<file path="src/rtl/mem_ctrl_pkg.sv">
// Shared types and defaults for the main-memory controller: one-hot FSM
// encodings, latency defaults and the posted-write slot payload.
package mem_ctrl_pkg;

  localparam int unsigned MEM_DATA_W     = 8;
  localparam int unsigned MEM_ADDR_W     = 8;
  localparam int unsigned DEF_RD_LATENCY = 3;
  localparam int unsigned DEF_WR_LATENCY = 2;

  typedef enum logic [3:0] {
    ST_IDLE    = 4'b0001,
    ST_WRITING = 4'b0010,
    ST_READING = 4'b0100,
    ST_RD_DONE = 4'b1000
  } state_e;

  typedef struct packed {
    logic                  valid;
    logic [MEM_ADDR_W-1:0] addr;
    logic [MEM_DATA_W-1:0] data;
  } wr_slot_t;

  function automatic wr_slot_t mk_slot(input logic [MEM_ADDR_W-1:0] a,
                                       input logic [MEM_DATA_W-1:0] d);
    wr_slot_t s;
    s.valid = 1'b1;
    s.addr  = a;
    s.data  = d;
    return s;
  endfunction

endpackage

</file>
<file path="src/rtl/main_memory_ctrl_ram.sv">
// Synchronous single-port RAM array with registered read data.
// Contents are intentionally not reset.
module main_ram #(
  parameter int unsigned DATA_W = 8,
  parameter int unsigned ADDR_W = 8
) (
  input  logic              clk,
  input  logic              we_i,
  input  logic              re_i,
  input  logic [ADDR_W-1:0] addr_i,
  input  logic [DATA_W-1:0] wdata_i,
  output logic [DATA_W-1:0] rdata_o
);

  localparam int unsigned DEPTH = 1 << ADDR_W;

  logic [DATA_W-1:0] mem_q [DEPTH];

  always_ff @(posedge clk) begin
    if (we_i) mem_q[addr_i] <= wdata_i;
    if (re_i) rdata_o <= mem_q[addr_i];
  end

endmodule

</file>
<file path="src/rtl/main_memory_ctrl.sv">
// Backing-store controller: posted writes (in-flight + one pending slot) and
// multi-cycle reads that drain writes first. Optional MEMCTRL_WR_FWD_EN forwards buffered write data.
module main_memory_ctrl
  import mem_ctrl_pkg::*;
#(
  parameter int unsigned ramWidth   = MEM_DATA_W,
  parameter int unsigned addrSize   = MEM_ADDR_W,
  parameter int unsigned RD_LATENCY = DEF_RD_LATENCY,
  parameter int unsigned WR_LATENCY = DEF_WR_LATENCY
) (
  input  logic                clk,
  input  logic                rst,
  input  logic                RAMreadEnable,
  input  logic                RAMwriteEnable,
  input  logic [addrSize-1:0] addr,
  input  logic [ramWidth-1:0] dataIn,
  output logic [ramWidth-1:0] dataOut,
  output logic                dataReady,
  output logic                busy,
  output logic                wrOverflow
);

  localparam int unsigned MAX_LAT = (RD_LATENCY > WR_LATENCY) ? RD_LATENCY : WR_LATENCY;
  localparam int unsigned CNT_W   = $clog2(MAX_LAT) + 1;

  state_e              state_q, state_d;
  logic [CNT_W-1:0]    cnt_q, cnt_d;
  wr_slot_t            infl_q, infl_d, pend_q, pend_d;
  logic [addrSize-1:0] rd_addr_q, rd_addr_d;
  logic [ramWidth-1:0] dout_q, dout_d;
  logic                ready_q, ready_d;
  logic                busy_q, busy_d;
  logic                ovf_q, ovf_d;
  logic                fwd_q, fwd_d;
  logic [ramWidth-1:0] fwd_data_q, fwd_data_d;
  logic                hold_q, hold_d;

  logic                wr_done_c, fwd_hit_c;
  logic [ramWidth-1:0] fwd_word_c;
  logic                ram_we_c, ram_re_c;
  logic [addrSize-1:0] ram_addr_c;
  logic [ramWidth-1:0] ram_rdata;

  assign dataOut    = dout_q;
  assign dataReady  = ready_q;
  assign busy       = busy_q;
  assign wrOverflow = ovf_q;

  main_ram #(
    .DATA_W(ramWidth),
    .ADDR_W(addrSize)
  ) u_ram (
    .clk    (clk),
    .we_i   (ram_we_c),
    .re_i   (ram_re_c),
    .addr_i (ram_addr_c),
    .wdata_i(infl_q.data),
    .rdata_o(ram_rdata)
  );

  // Next-state, write-slot management and RAM port control
  always_comb begin
    state_d    = state_q;
    cnt_d      = cnt_q;
    infl_d     = infl_q;
    pend_d     = pend_q;
    rd_addr_d  = rd_addr_q;
    dout_d     = dout_q;
    ready_d    = 1'b0;
    ovf_d      = ovf_q;
    fwd_d      = 1'b0;
    fwd_data_d = fwd_data_q;
    hold_d     = hold_q & RAMreadEnable;
    ram_we_c   = 1'b0;
    ram_re_c   = 1'b0;
    ram_addr_c = addr;
    wr_done_c  = (state_q == ST_WRITING) && (cnt_q == '0);

`ifdef MEMCTRL_WR_FWD_EN
    fwd_hit_c  = RAMreadEnable && !RAMwriteEnable && !fwd_q && !hold_q &&
                 ((state_q == ST_IDLE) || (state_q == ST_WRITING)) &&
                 ((pend_q.valid && (pend_q.addr == addr)) ||
                  (infl_q.valid && (infl_q.addr == addr)));
    fwd_word_c = (pend_q.valid && (pend_q.addr == addr)) ? pend_q.data : infl_q.data;
`else
    fwd_hit_c  = 1'b0;
    fwd_word_c = '0;
`endif

    if (wr_done_c) begin
      infl_d       = pend_q;
      pend_d.valid = 1'b0;
    end

    // Slots freed by this edge's commit are only reusable through promotion
    if (RAMwriteEnable) begin
      if (!infl_q.valid) begin
        infl_d = mk_slot(addr, dataIn);
      end else if (!pend_q.valid) begin
        if (wr_done_c) infl_d = mk_slot(addr, dataIn);
        else           pend_d = mk_slot(addr, dataIn);
      end else begin
        ovf_d = 1'b1;
      end
    end

    if (fwd_q) begin
      dout_d  = fwd_data_q;
      ready_d = 1'b1;
      hold_d  = 1'b1;
    end
    if (fwd_hit_c) begin
      fwd_d      = 1'b1;
      fwd_data_d = fwd_word_c;
    end

    unique case (state_q)
      ST_IDLE: begin
        if (infl_d.valid) begin
          state_d = ST_WRITING;
          cnt_d   = CNT_W'(WR_LATENCY - 1);
        end else if (RAMreadEnable && !hold_q && !fwd_q) begin
          state_d   = ST_READING;
          cnt_d     = CNT_W'(RD_LATENCY - 1);
          rd_addr_d = addr;
          ram_re_c  = 1'b1;
        end
      end
      ST_WRITING: begin
        ram_addr_c = infl_q.addr;
        ram_we_c   = wr_done_c;
        if (wr_done_c) begin
          if (infl_d.valid) cnt_d = CNT_W'(WR_LATENCY - 1);
          else              state_d = ST_IDLE;
        end else begin
          cnt_d = cnt_q - CNT_W'(1);
        end
      end
      ST_READING: begin
        ram_addr_c = rd_addr_q;
        ram_re_c   = 1'b1;
        if (cnt_q == '0) begin
          state_d = ST_RD_DONE;
          dout_d  = ram_rdata;
          ready_d = 1'b1;
        end else begin
          cnt_d = cnt_q - CNT_W'(1);
        end
      end
      ST_RD_DONE: begin
        if (!RAMreadEnable) state_d = ST_IDLE;
      end
      default: state_d = ST_IDLE;
    endcase

    busy_d = (state_d != ST_IDLE) || infl_d.valid || pend_d.valid || fwd_d;
  end

  always_ff @(posedge clk or posedge rst) begin
    if (rst) begin
      state_q    <= ST_IDLE;
      cnt_q      <= '0;
      infl_q     <= '0;
      pend_q     <= '0;
      rd_addr_q  <= '0;
      dout_q     <= '0;
      ready_q    <= 1'b0;
      busy_q     <= 1'b0;
      ovf_q      <= 1'b0;
      fwd_q      <= 1'b0;
      fwd_data_q <= '0;
      hold_q     <= 1'b0;
    end else begin
      state_q    <= state_d;
      cnt_q      <= cnt_d;
      infl_q     <= infl_d;
      pend_q     <= pend_d;
      rd_addr_q  <= rd_addr_d;
      dout_q     <= dout_d;
      ready_q    <= ready_d;
      busy_q     <= busy_d;
      ovf_q      <= ovf_d;
      fwd_q      <= fwd_d;
      fwd_data_q <= fwd_data_d;
      hold_q     <= hold_d;
    end
  end

endmodule

</file>
<file path="config.mk">
export PLATFORM = sky130hd
export DESIGN_NAME = main_memory_ctrl
export DESIGN_NICKNAME = d
export VERILOG_FILES = /design/src/rtl/mem_ctrl_pkg.sv /design/src/rtl/main_memory_ctrl_ram.sv /design/src/rtl/main_memory_ctrl.sv
export SDC_FILE = /design/constraint.sdc
export NUM_CORES = 2
export LEC_CHECK = 0
export ABC_AREA = 0
export CORE_UTILIZATION = 40
export DETAILED_ROUTE_END_ITERATION = 6
export PLACE_DENSITY = 0.56
export SLEW_MARGIN = 5
export SYNTH_ARGS = -nofsm -noshare
export SYNTH_HDL_FRONTEND = slang
export SYNTH_SLANG_ARGS = --single-unit
</file>
<file path="constraint.sdc">
create_clock -name clk -period 4.4 [get_ports clk]
set_input_delay 0.44 -clock clk [delete_from_list [all_inputs] [get_ports clk]]
set_output_delay 0.44 -clock clk [all_outputs]
set_load 0.05 [all_outputs]
</file>
==> results.md <==
* Fin. Hold Viols at 0
* Register area share after synthesis at between 80% and 90%
* Clock tree buffer depth at 3
* Final worst slack at -32.8 ps
* First-pass GRT wire length at roughly 330000 um
* Fill cell count at approximately 16000
* DIE HEIGHT at ~450 um
* Wire length per cell at 28.9 um
* CP max stage cell: a222oi_1
* CTS Hold Bufs at 0
* Xor and xnor area share after synthesis at 0.0222%
* Clock Latency Late Sink at 880 ps
* Worst-margin pin slew at 1370 ps
* Post-layout min period at roughly 4400 ps
* Synthesized area at slightly below 0.08 mm2
* Setup crit start kind: flop
* Drt first pass iters at 7
* Top FF cell, synth: edfxtp_1
* Post-synth EDFFs at 2056
* Pin count of the biggest net entering global routing at 194
* WS Path Type: reg -> reg
* Leakage at just under 30 nW
* Final non-filler cell total at roughly 7800
* Post-layout util at around 47%
* Number of nets in the layout at between 5000 and 6000
* TritonCTS clock tree: yes
* Final wirelength at about 230000 um
* Ys Warns at 0
* Tot GR Track Use at 22.5%
* Post-synth cell types at 65
* Placed wire-length estimate at 135000 um
* CTS buffer count at 210
* Port-buffer cells at 30
* PD cells at between 600 and 700 mW/mm2
* Crit-path max cell delay at about 570 ps
* Max Clk Rate at ~230 MHz
* Antenna viol nets, final at 0
* Initial core utilization at 40.4%
* Synth Instances at ~4700
* Crit-path cells: and3b_1 -> o21a_1 -> o211a_4 -> buf_12 -> buf_12 -> a222oi_1 -> a21oi_1 -> nor3_1 -> nand4_1 -> o221ai_4 -> buf_4 -> o31ai_1
* Max Fanout on Critical Path at 67
* # IOs at 31
* Core footprint at 0.195 mm2
* Root buffer cell: clkbuf_16
* Headroom to the max-slew limit at 8.40%
* Number of vias per cell at 6.05
* Max IR drop VDD at around 700 uV
* Initial antenna violation count at 5
* Main combinational cell family by area after synthesis: compound AO/OA/AOI/OAI gates
* Register clock-pin slew on the reported worst setup and hold paths at 60 ps
* Critical Path RT at around 5000 ps
* WP buf/inv at 3
* Vias at roughly 47000
* Top cell by count, worst path: buf_12
* Worst EP arrival at ~5100 ps
* Multiplexer share of the synthesized area at 0.472%
* Initial DRC Count at between 8000 and 9000
* Vias in the first global route at 45600
* Syn_area_per_cell at between 15 and 20 um2
* Setup_tns at -32.8 ps
* Synth Net Count at 4720
* Compound-Gate Fraction of Synth Area at 11.7%
* DIE AREA at between 0.15 and 0.2 mm2
* Max cap viols at 0
* Layout area overhead at 16.8%
* Worst setup EP type: flop
* Failing checks: design-rule violations, negative setup slack
* CTS sink count at between 2000 and 2500
* Routability cong. at between 0.8 and 0.9
* Residual DRC count at a little under 100
* Placed Cells at between 7000 and 8000
* Final Max Slew Viols at 0
* Final worst path period share at 101%
* GRT overflow at 0
* Status: complete, but fails checks
* Yosys reg bits at about 2100
* Row cnt at approximately 160
* Multi-input gate area at roughly 0.014 mm2
* Layout cells sized above 1 at 16.2%
* Register Area at 0.0633 mm2
* Final setup vio count at 1
* Simple-Gate Fraction of Synth Area at ~5.3%
* H-Tree Level Count at 4
* CP top delay family: compound AO/OA/AOI/OAI gates
* Final hold slack at 90.9 ps
* FFs w/ async S/R, synth at under 10%
* Worst Hold Class: in -> async
* Die W at 446 um
* Adder-cell share of the synthesized area at 0.0318%
* Skew final at 38.0 ps
Yosys cell counts (10+ instances only):
master	n	share of area, %
buf_2	113	0.72
clkbuf_1	175	0.83
a21o_1	10	0.095
buf_6	13	0.19
a22oi_1	45	0.43
dfrtp_1	60	1.9
a2111oi_0	15	0.17
edfxtp_1	2056	78
a222oi_1	513	6.5
and3_1	11	0.087
a32oi_1	17	0.19
inv_1	27	0.13
o21ai_0	55	0.35
a21oi_1	409	2.6
nand2_1	445	2.1
nor2_1	305	1.5
o22ai_1	45	0.36
nor4_1	63	0.50
nor3_1	28	0.18
nor3b_1	16	0.15
mux2_2	33	0.47
nand3_1	31	0.20
a211oi_1	12	0.11
buf_1	38	0.18
o221ai_1	31	0.34
layout make-up:
cell class / count / area share [%]
flip-flops and latches: 2117 / 68.8
multi-input cells: 2210 / 15.3
clock buffers: 258 / 5.95
repair buffers: 473 / 4.58
well taps: 2624 / 3.57
clock inverters: 138 / 1.68
inverters: 27 / 0.110
diodes: 2 / 0.00544
repair_timing:
item	CTS	global route
resized for setup	11	10
cloned	0	0
endpoints found under the setup margin	7	8
buffers inserted	1	4
pin swaps	4	3
metrics by stage:
stage / power [mW] / setup WS, ps / area, um2
floorplan: 33.2 / 413 / 78800
global placement: 39.6 / -295 / 84900
detailed placement: 39.8 / -301 / 84900
CTS: 57.9 / 3.01 / 92000
global route: 59.4 / -18.9 / 92100
finish: 57.7 / -32.8 / 92100
path summary, 6_finish.rpt:
path	startpoint	to	slack (ps)	depth (start not counted)
setup / recovery	state_q[1]	u_ram.rdata_o[7]	-30	12
hold / removal	rst	infl_q[3]	90	2
setup reg to reg	state_q[1]	u_ram.rdata_o[7]	-30	12
hold reg to reg	wrOverflow	wrOverflow	470	1
max in group asynchronous	rst	infl_q[7]	3500	3
min in group clk	dataIn[7]	infl_q[7]	220	3
worst register-to-register path: cells and delay by family (launching register included):
| family | cells | cell delay [ps] |
|---|---|---|
| AO/OA/AOI/OAI | 6 | 2020 |
| AND/OR/NAND/NOR | 3 | 1100 |
| buffers and inverters | 3 | 560 |
| flip-flops | 1 | 510 |
logic make-up (layout without fill, tap and decap cells):
| family | after synthesis | after routing |
|---|---|---|
| buffers and inverters | 371 | 896 |
| XOR/XNOR | 2 | 2 |
| AO/OA/AOI/OAI | 1207 | 1207 |
| adder cells (fa/ha/maj) | 2 | 2 |
| AND/OR/NAND/NOR | 966 | 966 |
| multiplexers | 33 | 33 |
| flip-flops | 2117 | 2117 |
| other | 0 | 2 |
flip-flops by register name, summed over array words and instances, names as in the netlist:
name / count
hold_q: 1
infl_q: 17
pend_q: 17
u_ram.mem_q: 2048
busy: 1
wrOverflow: 1
rd_addr_q: 8
u_ram.rdata_o: 8
dataReady: 1
state_q: 4
dataOut: 8
cnt_q: 3
per-layer routing:
metal	wire, um	track usage [%]	part of all wire (%)
met1	95200	32.7	42
met2	106000	35.1	47
met3	20000	3.41	8.8
met4	5790	6.33	2.5
met5	13	0	0.0057
placed cells by master (no fill, tap or decap), types with 9 or more instances in the layout:
master,n
clkinv_1,45
or4_1,9
nand3_1,15
clkdlybuf4s50_1,30
clkinv_2,41
a22oi_1,45
a222oi_1,513
inv_1,26
nor3_1,25
a32oi_1,17
and3_1,11
nor2_1,303
o22ai_1,45
nor3b_1,16
a2111oi_0,14
o31ai_1,9
nand4_1,9
and2_1,9
nand2_1,439
o21ai_0,50
nand3b_1,9
edfxtp_1,2056
bufinv_16,25
mux2_2,33
clkbuf_16,210
buf_12,47
o221ai_1,27
a211oi_1,11
nand3_2,16
clkinvlp_4,10
a21o_1,10
a21oi_1,409
clkbuf_1,44
buf_4,396
dfrtp_1,50
nor4_1,61
power by group:
group	internal [mW]	total, mW	leakage [nW]	switching [mW]
clock	10.4	18.2	3.40	7.79
sequential	24.7	25.4	19.5	0.708
combinational	4.15	14.1	6.14	9.90
total	39.3	57.7	29.0	18.4
No activity file was read; power rests on OpenSTA's default activity.
